## src/rtl/cache_pkg.sv

```systemverilog
// Shared widths, FSM state encoding and address field helpers for the cache controller.
package cache_pkg;

  localparam int TAG_W  = 5;
  localparam int IDX_W  = 4;
  localparam int WORD_W = 2;
  localparam int DATA_W = 16;
  localparam int ADDR_W = TAG_W + IDX_W + WORD_W;

  typedef enum logic [2:0] {
    INIT, IDLE, LOOKUP, WB_RD, WB_MEM, FILL_MEM, FILL_WR, DONE
  } state_e;

  typedef enum logic {HS_READY, HS_WAIT_LOW} hs_phase_e;

  function automatic logic [TAG_W-1:0] addr_tag(input logic [ADDR_W-1:0] a);
    return a[ADDR_W-1 -: TAG_W];
  endfunction

  function automatic logic [IDX_W-1:0] addr_idx(input logic [ADDR_W-1:0] a);
    return a[WORD_W +: IDX_W];
  endfunction

  function automatic logic [WORD_W-1:0] addr_word(input logic [ADDR_W-1:0] a);
    return a[WORD_W-1:0];
  endfunction

  function automatic logic [ADDR_W-1:0] make_addr(input logic [TAG_W-1:0] t,
                                                  input logic [IDX_W-1:0] i,
                                                  input logic [WORD_W-1:0] w);
    return {t, i, w};
  endfunction

endpackage

```

## src/rtl/req_hs.sv

```systemverilog
// Request/ack sequencer: req follows start until ack, then (4-phase mode) waits for ack low.
module req_hs import cache_pkg::*; #(
  parameter bit WAIT_ACK_LOW = 1'b1
) (
  input  logic clk,
  input  logic rst,
  input  logic start,
  input  logic ack,
  output logic req,
  output logic done_pulse,
  output logic busy
);

  hs_phase_e phase;

  // Reset into WAIT_LOW so the first request also waits for a deasserted ack.
  always_ff @(posedge clk) begin
    if (rst) begin
      phase <= HS_WAIT_LOW;
    end else begin
      case (phase)
        HS_READY:    if (WAIT_ACK_LOW && done_pulse) phase <= HS_WAIT_LOW;
        HS_WAIT_LOW: if (!ack) phase <= HS_READY;
        default:     phase <= HS_WAIT_LOW;
      endcase
    end
  end

  assign req        = start && (phase == HS_READY);
  assign done_pulse = req && ack;
  assign busy       = (phase != HS_READY) || req;

endmodule

```

## src/rtl/cache_ctrl.sv

```systemverilog
// Direct-mapped cache controller: init, hit lookup, dirty write-back, line fill, CPU completion.
module cache_ctrl import cache_pkg::*; (
  input  logic              clk,
  input  logic              rst,
  input  logic              cpu_req,
  input  logic              cpu_wr,
  input  logic [ADDR_W-1:0] cpu_addr,
  input  logic [DATA_W-1:0] cpu_wdata,
  output logic              cpu_done,
  output logic [DATA_W-1:0] cpu_rdata,
  output logic              c_enable,
  output logic              c_rst,
  output logic [IDX_W-1:0]  c_index,
  output logic [WORD_W-1:0] c_word,
  output logic [TAG_W-1:0]  c_tag_in,
  output logic [DATA_W-1:0] c_data_in,
  output logic              c_comp,
  output logic              c_write,
  output logic              c_valid_in,
  input  logic              c_hit,
  input  logic              c_dirty,
  input  logic              c_valid,
  input  logic [TAG_W-1:0]  c_tag_out,
  input  logic [DATA_W-1:0] c_data_out,
  input  logic              c_ack,
  output logic              mem_req,
  output logic              mem_wr,
  output logic [ADDR_W-1:0] mem_addr,
  output logic [DATA_W-1:0] mem_wdata,
  input  logic [DATA_W-1:0] mem_rdata,
  input  logic              mem_ack
);

  state_e state, state_d;
  logic [WORD_W-1:0] cnt;
  logic [ADDR_W-1:0] addr_p0;
  logic              wr_p0;
  logic [DATA_W-1:0] wdata_p0;
  logic [TAG_W-1:0]  victim_tag_p1;
  logic [DATA_W-1:0] word_p1;
  logic [DATA_W-1:0] rdata_p1;
  logic c_start, c_done, c_busy;
  logic m_start, m_done, m_busy;

  // Gating start with rst drops c_enable/mem_req in the same cycle rst is seen.
  assign c_start = !rst && (state inside {INIT, LOOKUP, WB_RD, FILL_WR});
  assign m_start = !rst && (state inside {WB_MEM, FILL_MEM});

  req_hs #(.WAIT_ACK_LOW(1'b1)) u_cache_hs (
    .clk(clk), .rst(rst), .start(c_start), .ack(c_ack),
    .req(c_enable), .done_pulse(c_done), .busy(c_busy)
  );

  req_hs #(.WAIT_ACK_LOW(1'b0)) u_mem_hs (
    .clk(clk), .rst(rst), .start(m_start), .ack(mem_ack),
    .req(mem_req), .done_pulse(m_done), .busy(m_busy)
  );

  always_comb begin
    state_d    = state;
    c_rst      = 1'b0;
    c_index    = '0;
    c_word     = '0;
    c_tag_in   = '0;
    c_data_in  = '0;
    c_comp     = 1'b0;
    c_write    = 1'b0;
    c_valid_in = 1'b0;
    mem_wr     = 1'b0;
    mem_addr   = '0;
    mem_wdata  = '0;
    cpu_done   = 1'b0;
    cpu_rdata  = '0;
    case (state)
      INIT: begin
        c_rst = c_enable;
        if (c_done) state_d = IDLE;
      end
      IDLE: begin
        if (cpu_req && !c_busy && !m_busy) state_d = LOOKUP;
      end
      LOOKUP: begin
        c_index    = addr_idx(addr_p0);
        c_word     = addr_word(addr_p0);
        c_tag_in   = addr_tag(addr_p0);
        c_data_in  = wdata_p0;
        c_comp     = 1'b1;
        c_write    = wr_p0;
        c_valid_in = 1'b1;
        if (c_done) begin
          if (c_hit && c_valid)        state_d = DONE;
          else if (c_valid && c_dirty) state_d = WB_RD;
          else                         state_d = FILL_MEM;
        end
      end
      WB_RD: begin
        c_index = addr_idx(addr_p0);
        c_word  = cnt;
        if (c_done) state_d = WB_MEM;
      end
      WB_MEM: begin
        mem_wr    = 1'b1;
        mem_addr  = make_addr(victim_tag_p1, addr_idx(addr_p0), cnt);
        mem_wdata = word_p1;
        if (m_done) state_d = (cnt == '1) ? FILL_MEM : WB_RD;
      end
      FILL_MEM: begin
        mem_addr = make_addr(addr_tag(addr_p0), addr_idx(addr_p0), cnt);
        if (m_done) state_d = FILL_WR;
      end
      FILL_WR: begin
        c_index    = addr_idx(addr_p0);
        c_word     = cnt;
        c_tag_in   = addr_tag(addr_p0);
        c_data_in  = word_p1;
        c_write    = 1'b1;
        c_valid_in = 1'b1;
        if (c_done) state_d = (cnt == '1) ? LOOKUP : FILL_MEM;
      end
      DONE: begin
        cpu_done  = 1'b1;
        cpu_rdata = wr_p0 ? '0 : rdata_p1;
        state_d   = IDLE;
      end
      default: state_d = INIT;
    endcase
    if (rst) begin
      state_d    = INIT;
      c_rst      = 1'b0;
      c_index    = '0;
      c_word     = '0;
      c_tag_in   = '0;
      c_data_in  = '0;
      c_comp     = 1'b0;
      c_write    = 1'b0;
      c_valid_in = 1'b0;
      mem_wr     = 1'b0;
      mem_addr   = '0;
      mem_wdata  = '0;
      cpu_done   = 1'b0;
      cpu_rdata  = '0;
    end
  end

  // The word counter wraps 3->0 on the same completion that leaves the loop.
  always_ff @(posedge clk) begin
    if (rst) begin
      state <= INIT;
      cnt   <= '0;
    end else begin
      state <= state_d;
      if ((state == WB_MEM && m_done) || (state == FILL_WR && c_done))
        cnt <= cnt + WORD_W'(1);
      else if (state == LOOKUP && c_done)
        cnt <= '0;
    end
  end

  always_ff @(posedge clk) begin
    if (state == IDLE && state_d == LOOKUP) begin
      addr_p0  <= cpu_addr;
      wr_p0    <= cpu_wr;
      wdata_p0 <= cpu_wdata;
    end
    if (state == LOOKUP && c_done) begin
      rdata_p1      <= c_data_out;
      victim_tag_p1 <= c_tag_out;
    end
    if (state == WB_RD && c_done)    word_p1 <= c_data_out;
    if (state == FILL_MEM && m_done) word_p1 <= mem_rdata;
  end

endmodule

```

## config.mk

```make
export PLATFORM = sky130hd
export DESIGN_NAME = cache_ctrl
export DESIGN_NICKNAME = d
export VERILOG_FILES = /design/src/rtl/cache_pkg.sv /design/src/rtl/req_hs.sv /design/src/rtl/cache_ctrl.sv
export SDC_FILE = /design/constraint.sdc
export NUM_CORES = 1
export LEC_CHECK = 0
export ABC_AREA = 0
export BUFFER_PORTS_ARGS = -buffer_cell sky130_fd_sc_hd__buf_4
export CORE_AREA = 2 2 109 79
export CTS_BUF_LIST = sky130_fd_sc_hd__clkbuf_8
export DETAILED_ROUTE_END_ITERATION = 10
export DIE_AREA = 0 0 111 81
export HOLD_SLACK_MARGIN = 0.08
export PLACE_DENSITY = 0.77
export REMOVE_ABC_BUFFERS = 1
export SYNTH_ARGS = -nofsm -noshare
export SYNTH_HDL_FRONTEND = slang
export SYNTH_SLANG_ARGS = --single-unit
export TNS_END_PERCENT = 20
```

## constraint.sdc

```tcl
create_clock -name clk -period 2.91 [get_ports clk]
set_clock_uncertainty 0.15 [all_clocks]
set_input_delay 0 -clock clk [delete_from_list [all_inputs] [get_ports clk]]
set_output_delay 0 -clock clk [all_outputs]
set_load 0.02 [all_outputs]
```

# [Word level (Yosys, flattened, before mapping)]
# Index checks and enable logic that the tools add are counted.
[op_classes] div=0 n_eq_ne=9 muxes=49 bitwise=2 n_lt_le_gt_ge=0 shift=0 mul=0 reduce_logical=30 addsub=1
[op_table] operator="16-bit 2-to-1 mux" n=8
[op_table] operator="3-bit 2-to-1 mux" n=12
[op_table] operator="16-bit one-hot mux with 2 select lines" n=1
[op_table] operator="3-bit one-hot mux with 8 select lines" n=1
[op_table] operator="11-bit one-hot mux with 2 select lines" n=1
[op_table] operator="1-bit logical AND" n=16
[op_table] operator="1-bit 2-to-1 mux" n=15
[op_table] operator="3-bit equality test, second input constant" n=4
[op_table] operator="11-bit 2-to-1 mux" n=1
[op_table] operator="5-bit 2-to-1 mux" n=2
[op_table] operator="3-bit by 2-bit equality test with 1-bit output, second input constant" n=3
[op_table] operator="4-bit 2-to-1 mux" n=2
[op_table] operator="2-bit 2-to-1 mux" n=3
[op_table] operator="2-bit nonzero test" n=3
[op_table] operator="1-bit one-hot mux with 2 select lines" n=2
[op_table] operator="2-bit one-hot mux with 2 select lines" n=1
[op_table] operator="4-bit nonzero test" n=1
[op_table] operator="2-bit OR reduction" n=2
[op_table] operator="3-bit by 1-bit equality test with 1-bit output, second input constant" n=1
[op_table] operator="1-bit zero test" n=3
[op_table] operator="3-bit zero test" n=1
[op_table] operator="1-bit logical OR" n=3
[op_table] operator="3-bit OR reduction" n=1
[op_table] operator="2-bit by 1-bit adder with 2-bit output, second input constant" n=1
[op_table] operator="2 further kinds" n=3
[totals] memories=0 latchBits=0 wordCells=101 register_bits=72 ramBits=0 romBits=0 input_bits=73 out_inout_bits=78

# [Logic depth before layout (Yosys ltp)]
[logic_depth] depth_word=13 ltp_mapped=6 ltp_nobuf=5

# [Hierarchy]
# Synthesis repeated with hierarchy kept, for this count alone.
[unflattened] cells_unflattened=258 area_unflattened_um2=3454.6
[by_module_without_submodules] module="cache_ctrl" area_each_um2=3355.7 n_inst=1 seq_area_each_um2=2052.0 cells_per_inst=248
[by_module_without_submodules] module="req_hs (u_mem_hs)" area_each_um2=50.0 n_inst=1 seq_area_each_um2=20.0 cells_per_inst=5
[by_module_without_submodules] module="req_hs (u_cache_hs)" area_each_um2=48.8 n_inst=1 seq_area_each_um2=20.0 cells_per_inst=5

# [Least setup slack after synthesis]
# Ideal clock, no wire load.
[synth_timing] kind="flip-flop to flip-flop" from="register state[2]" to="register addr_p0[0], enable pin" required_time_ns=2.330 path_slack_ns=-0.303 stages_incl_launch_ff=7 n_path_buf=2 setup_ns=0.430 t_arrival_ns=2.633 period_less_slack_ns=3.213 path_cell_list="dfxtp_1 -> buf_4 -> or3b_1 -> buf_2 -> nor3_2 -> o22ai_1 -> a31oi_1"
[synth_between] elab_chain_cells=13 elab_cells_between_ends=33 cone_classes="eq/ne (8); mux (9); reduce/logical (16)"
[synth_lines] element="from (decl)" line_no="cache_ctrl.sv:34" rtl="state_e state, state_d;"
[synth_lines] element="from (signal assigned)" line_no="cache_ctrl.sv:151" rtl="state <= state_d;"
[synth_lines] element="3-bit by 2-bit equality test with 1-bit output, or another cell as far along" line_no="cache_ctrl.sv:46, cache_ctrl.sv:74"
[synth_lines] element="4-bit nonzero test" line_no="cache_ctrl.sv:46" rtl="assign c_start = !rst && (state inside {INIT, LOOKUP, WB_RD, FILL_WR});"
[synth_lines] element="1-bit logical AND" line_no="cache_ctrl.sv:46"
[synth_lines] element="1-bit logical AND" line_no="req_hs.sv:29" rtl="assign req = start && (phase == HS_READY);"
[synth_lines] element="1-bit logical OR" line_no="req_hs.sv:31" rtl="assign busy = (phase != HS_READY) || req;"
[synth_lines] element="1-bit zero test" line_no="cache_ctrl.sv:80" rtl="if (cpu_req && !c_busy && !m_busy) state_d = LOOKUP;"
[synth_lines] element="1-bit logical AND (2 in series)" line_no="cache_ctrl.sv:80"
[synth_lines] element="3-bit 2-to-1 mux" line_no="cache_ctrl.sv:80"
[synth_lines] element="3-bit one-hot mux with 8 select lines" line_no="cache_ctrl.sv:74" rtl="case (state)"
[synth_lines] element="3-bit 2-to-1 mux" line_no="cache_ctrl.sv:127" rtl="if (rst) begin"
[synth_lines] element="3-bit by 2-bit equality test with 1-bit output" line_no="cache_ctrl.sv:160" rtl="if (state == IDLE && state_d == LOOKUP) begin"
[synth_lines] element="1-bit logical AND *" line_no="cache_ctrl.sv:160"
[synth_lines] element="to (signal assigned)" line_no="cache_ctrl.sv:161" rtl="addr_p0 <= cpu_addr;"
[synth_lines] element="to (decl)" line_no="cache_ctrl.sv:36" rtl="logic [ADDR_W-1:0] addr_p0;"
# Mark *: on every way between the ends. The rest lies on a longest branch, timed or not.
# A chain may end at the register's enable or synchronous reset.

# [Worst setup path in the final report]
[layout_timing] from="register state[1]" to="register state[2]"
[layout_between] elab_chain_cells=11 elab_cells_between_ends=31 cone_classes="eq/ne (7); mux (9); reduce/logical (15)"
[layout_lines] element="3-bit by 2-bit equality test with 1-bit output, or another cell as far along" line_no="cache_ctrl.sv:46, cache_ctrl.sv:74"
[layout_lines] element="4-bit nonzero test" line_no="cache_ctrl.sv:46"
[layout_lines] element="1-bit logical AND" line_no="cache_ctrl.sv:46"
[layout_lines] element="1-bit logical AND" line_no="req_hs.sv:29"
[layout_lines] element="1-bit logical OR" line_no="req_hs.sv:31"
[layout_lines] element="1-bit zero test" line_no="cache_ctrl.sv:80"
[layout_lines] element="1-bit logical AND (2 in series)" line_no="cache_ctrl.sv:80"
[layout_lines] element="3-bit 2-to-1 mux" line_no="cache_ctrl.sv:80"
[layout_lines] element="3-bit one-hot mux with 8 select lines *" line_no="cache_ctrl.sv:74"
[layout_lines] element="3-bit 2-to-1 mux *" line_no="cache_ctrl.sv:127"
# Marked as above.

==> flow_metrics.py <==
metrics = {
    "logic_synthesis": {
        "synth-edff-count": 65,
        "synth-compound-area-share": 0.0849,
        "yosysSeqAreaShare": 0.614,
        "synth_top_area_frac": 0.573,
        "synth_cell_types": 43,
        "synthesis.area_sq_um": 3410,
        "synth.area.top_cells": "edfxtp_1 57%, and2_1 8.8%, mux2_4 4.4%",
        "syn_area_per_cell_sq_um": 13.7,
        "syn_inst": 249,
        "ys_seq_elements": 72,
        "muxShareOfSynthArea": 0.0849,
        "synth-async-reset-ratio": 0,
        "synth_simple_gate_area_frac": 0.186,
        "synthXorXnorAreaFrac": 0.00257,
        "ys.warnings.count": 0,
        "yosysTopAreaCell": "edfxtp_1",
        "synth_top_family_by_area": "simple AND/OR/NAND/NOR gates",
        "ys.flop_type": "edfxtp_1",
        "synthAdderAreaFrac": 0.00367,
    },
    "clock_network": {
        "root_buffer": "clkbuf_8",
        "clkLatencyLatePin_ns": 0.34,
        "path_clk_slew_ns": 0.07,
        "h-tree-depth": 3,
        "cts_tree": "done",
        "cts_resized": 0,
        "ctsLongestPathBuffers": 2,
        "cts-buffers-inserted": 9,
        "clock-sinks": 72,
    },
    "worst_setup_path": {
        "path_class": "flop to flop",
        "cp_max_fo": 13,
        "slowest_delay_ns": 0.63,
        "crit_path_start_kind": "flop",
        "required_ns": 3.00,
        "endpoint_kind": "flop",
        "crit_slowest_cell": "dfxtp_1",
        "rr_worst_depth": 5,
        "arrival_ns": 2.54,
        "r2r-start": "state[1]$_SDFF_PP0_",
        "r2r_end": "state[2]$_SDFF_PP0_",
        "rrSetupSlack_ns": 0.46,
        "worstPathCellList": "and4bb_2 > nor2b_1 > o21ai_0 > dlygate4sd3_1 > a31oi_1",
    },
    "die": {
        "die_x_um": 111,
        "core_area_sq_um": 8090,
        "rows": 28,
        "start_util": 0.421,
        "fp.dieArea_sq_um": 8990,
        "io_pins": 151,
        "die_h_um": 81,
    },
    "detailed_routing": {
        "drtIter0Drc": 105,
        "wl_um": 10200,
        "final_antenna_net_count": 0,
        "firstDrtPassIters": 4,
        "avgRoutedWirePerCell_um": 17.2,
        "via_count": 2901,
        "viasPerCell": 4.90,
        "drc": 0,
    },
    "min_path": {
        "worstHoldEndpoint": "state[1]$_SDFF_PP0_",
        "hold_class": "primary input to flop",
        "worstHoldPathCells": 4,
        "worstHoldStart": "c_valid",
    },
    "cells_and_area": {
        "final_core_util": 0.695,
        "num_antenna_cells": 0,
        "final_common_cell": "buf_4",
        "syn_to_final_growth_pct": 65.1,
        "drive_gt1_frac": 0.425,
        "nFillCells": 582,
        "final_cell_mix": "164 x buf_4, 72 x dlygate4sd3_1, 65 x edfxtp_1",
        "fin_nets": 556,
    },
    "placement": {
        "dp_hpwl_um": 6680,
        "place.port_buffers": 150,
        "finalWeightedCongestion": 0.962,
    },
    "timing": {
        "finalCritPeriodShare": 0.841,
        "finalMaxSlewViolations": 0,
        "worst_pin_slew_ns": 0.651,
        "rsz0062_at_grt": "no",
        "layout_min_cycle_time_ns": 2.45,
        "hold_ws_ns": 0.138,
        "timing.fmax_mhz": 409,
        "hold_violations": 0,
        "slew_headroom": 0.565,
        "setup_viol": 0,
    },
    "grt": {
        "grt_pass1_wl_um": 15800,
        "grt_use_total": 0.229,
        "grt_max_degree": 24,
        "antenna_found_initial": 0,
        "grt_overflow": 0,
        "grt_pass1_vias": 3141,
    },
    "pwr": {
        "power_leakage_nw": 2.34,
        "p_per_area_nw_per_um2": 370,
        "ir_drop_v": 0.000295,
    },
    "outcome": {
        "status": "finished, final reports clean",
    },
    "flow_run": {
        "drv_cap": 0,
    },
}
==> logic make-up (layout without fill, tap and decap cells) <==
| logic type | count (synthesis) | in the layout |
|---|---|---|
| buffers and inverters | 15 | 253 |
| DFF | 72 | 72 |
| and+or+nand+nor | 99 | 99 |
| adders and majority gates | 1 | 1 |
| AOI/OAI and AO/OA | 38 | 38 |
| xor gates and xnor gates | 1 | 1 |
| muxes | 23 | 23 |
==> sequential cells by signal (all words and copies together) (netlist names) <==
name,count
u_cache_hs.phase,1
cnt,2
victim_tag_p1,5
rdata_p1,16
u_mem_hs.phase,1
wr_p0,1
state,3
wdata_p0,16
addr_p0,11
word_p1,16
==> final cells by class <==
cell class	count	area, sq um	share of cell area
tap	105	131	0.0234
sequential	72	2090	0.372
clock inverter	7	63.8	0.0113
clock buffer	9	124	0.0220
inverter	1	3.75	0.000667
multi-input combinational	162	1260	0.224
timing repair buffer	236	1950	0.347
==> metal layers <==
metal,up-vias,share of wire,global-route usage
met1,1385,0.41,0.271
met4,0,0.0056,0.0575
met5,-,0,0
met3,6,0.079,0.0799
met2,123,0.50,0.407
li1,1387,-,-
==> stage by stage <==
| stage | cells | setup slack [ns] | power, mW | TNS [ns] | area (sq um) |
|---|---|---|---|---|---|
| detailed placement | 504 | 0.595 | 1.28 | 0 | 4720 |
| CTS | 592 | 0.559 | 2.10 | 0 | 5620 |
| global placement | 504 | 0.652 | 1.27 | 0 | 4720 |
| floorplan | 235 | -0.579 | 1.19 | -16.20 | 3330 |
| finish | 592 | 0.464 | 2.08 | 0 | 5620 |
| global route | 592 | 0.379 | 2.16 | 0 | 5620 |
==> cells in the mapped netlist (all sizes together) (2+ instances only) <==
cell type / number
clkbuf: 5
and2: 48
nor3: 5
a22o: 16
nand2: 4
a31oi: 3
a21oi: 3
or3b: 3
nor2: 17
mux2: 17
o21a: 2
nor3b: 6
buf: 9
dfxtp: 7
nor2b: 4
a22oi: 3
o21ai: 4
nand2b: 7
edfxtp: 65
mux2i: 6
nor4b: 2
==> worst max-delay path: cells and delay by family (launching register included) <==
family | cells | cell delay, ns
compound gates | 2 | 0.38
buf+inv | 1 | 0.58
flops | 1 | 0.63
simple gates | 2 | 0.61
==> how the worst max path moves through the flow <==
stage / startpoint / endpoint / depth (start not counted)
floorplan: state[2]$_SDFF_PP0_ / addr_p0[0]$_DFFE_PP_ / 4
finish: state[1]$_SDFF_PP0_ / state[2]$_SDFF_PP0_ / 5
CTS: state[1]$_SDFF_PP0_ / state[2]$_SDFF_PP0_ / 5
detailed placement: state[1]$_SDFF_PP0_ / wdata_p0[0]$_DFFE_PP_ / 5
global route: state[1]$_SDFF_PP0_ / state[2]$_SDFF_PP0_ / 5
global placement: state[2]$_SDFF_PP0_ / wdata_p0[0]$_DFFE_PP_ / 6
==> power breakdown <==
group	internal (mW)	switching [mW]
clock network	0.388	0.359
registers	1.13	0.00305
logic	0.147	0.0588
total	1.66	0.421
==> what timing repair did <==
| action | CTS | global route |
|---|---|---|
| hold buffers | 72 | 0 |
| setup buffers | 0 | 0 |
| endpoints found under the hold margin | 72 | 0 |
No activity file was read; power rests on OpenSTA's default activity.
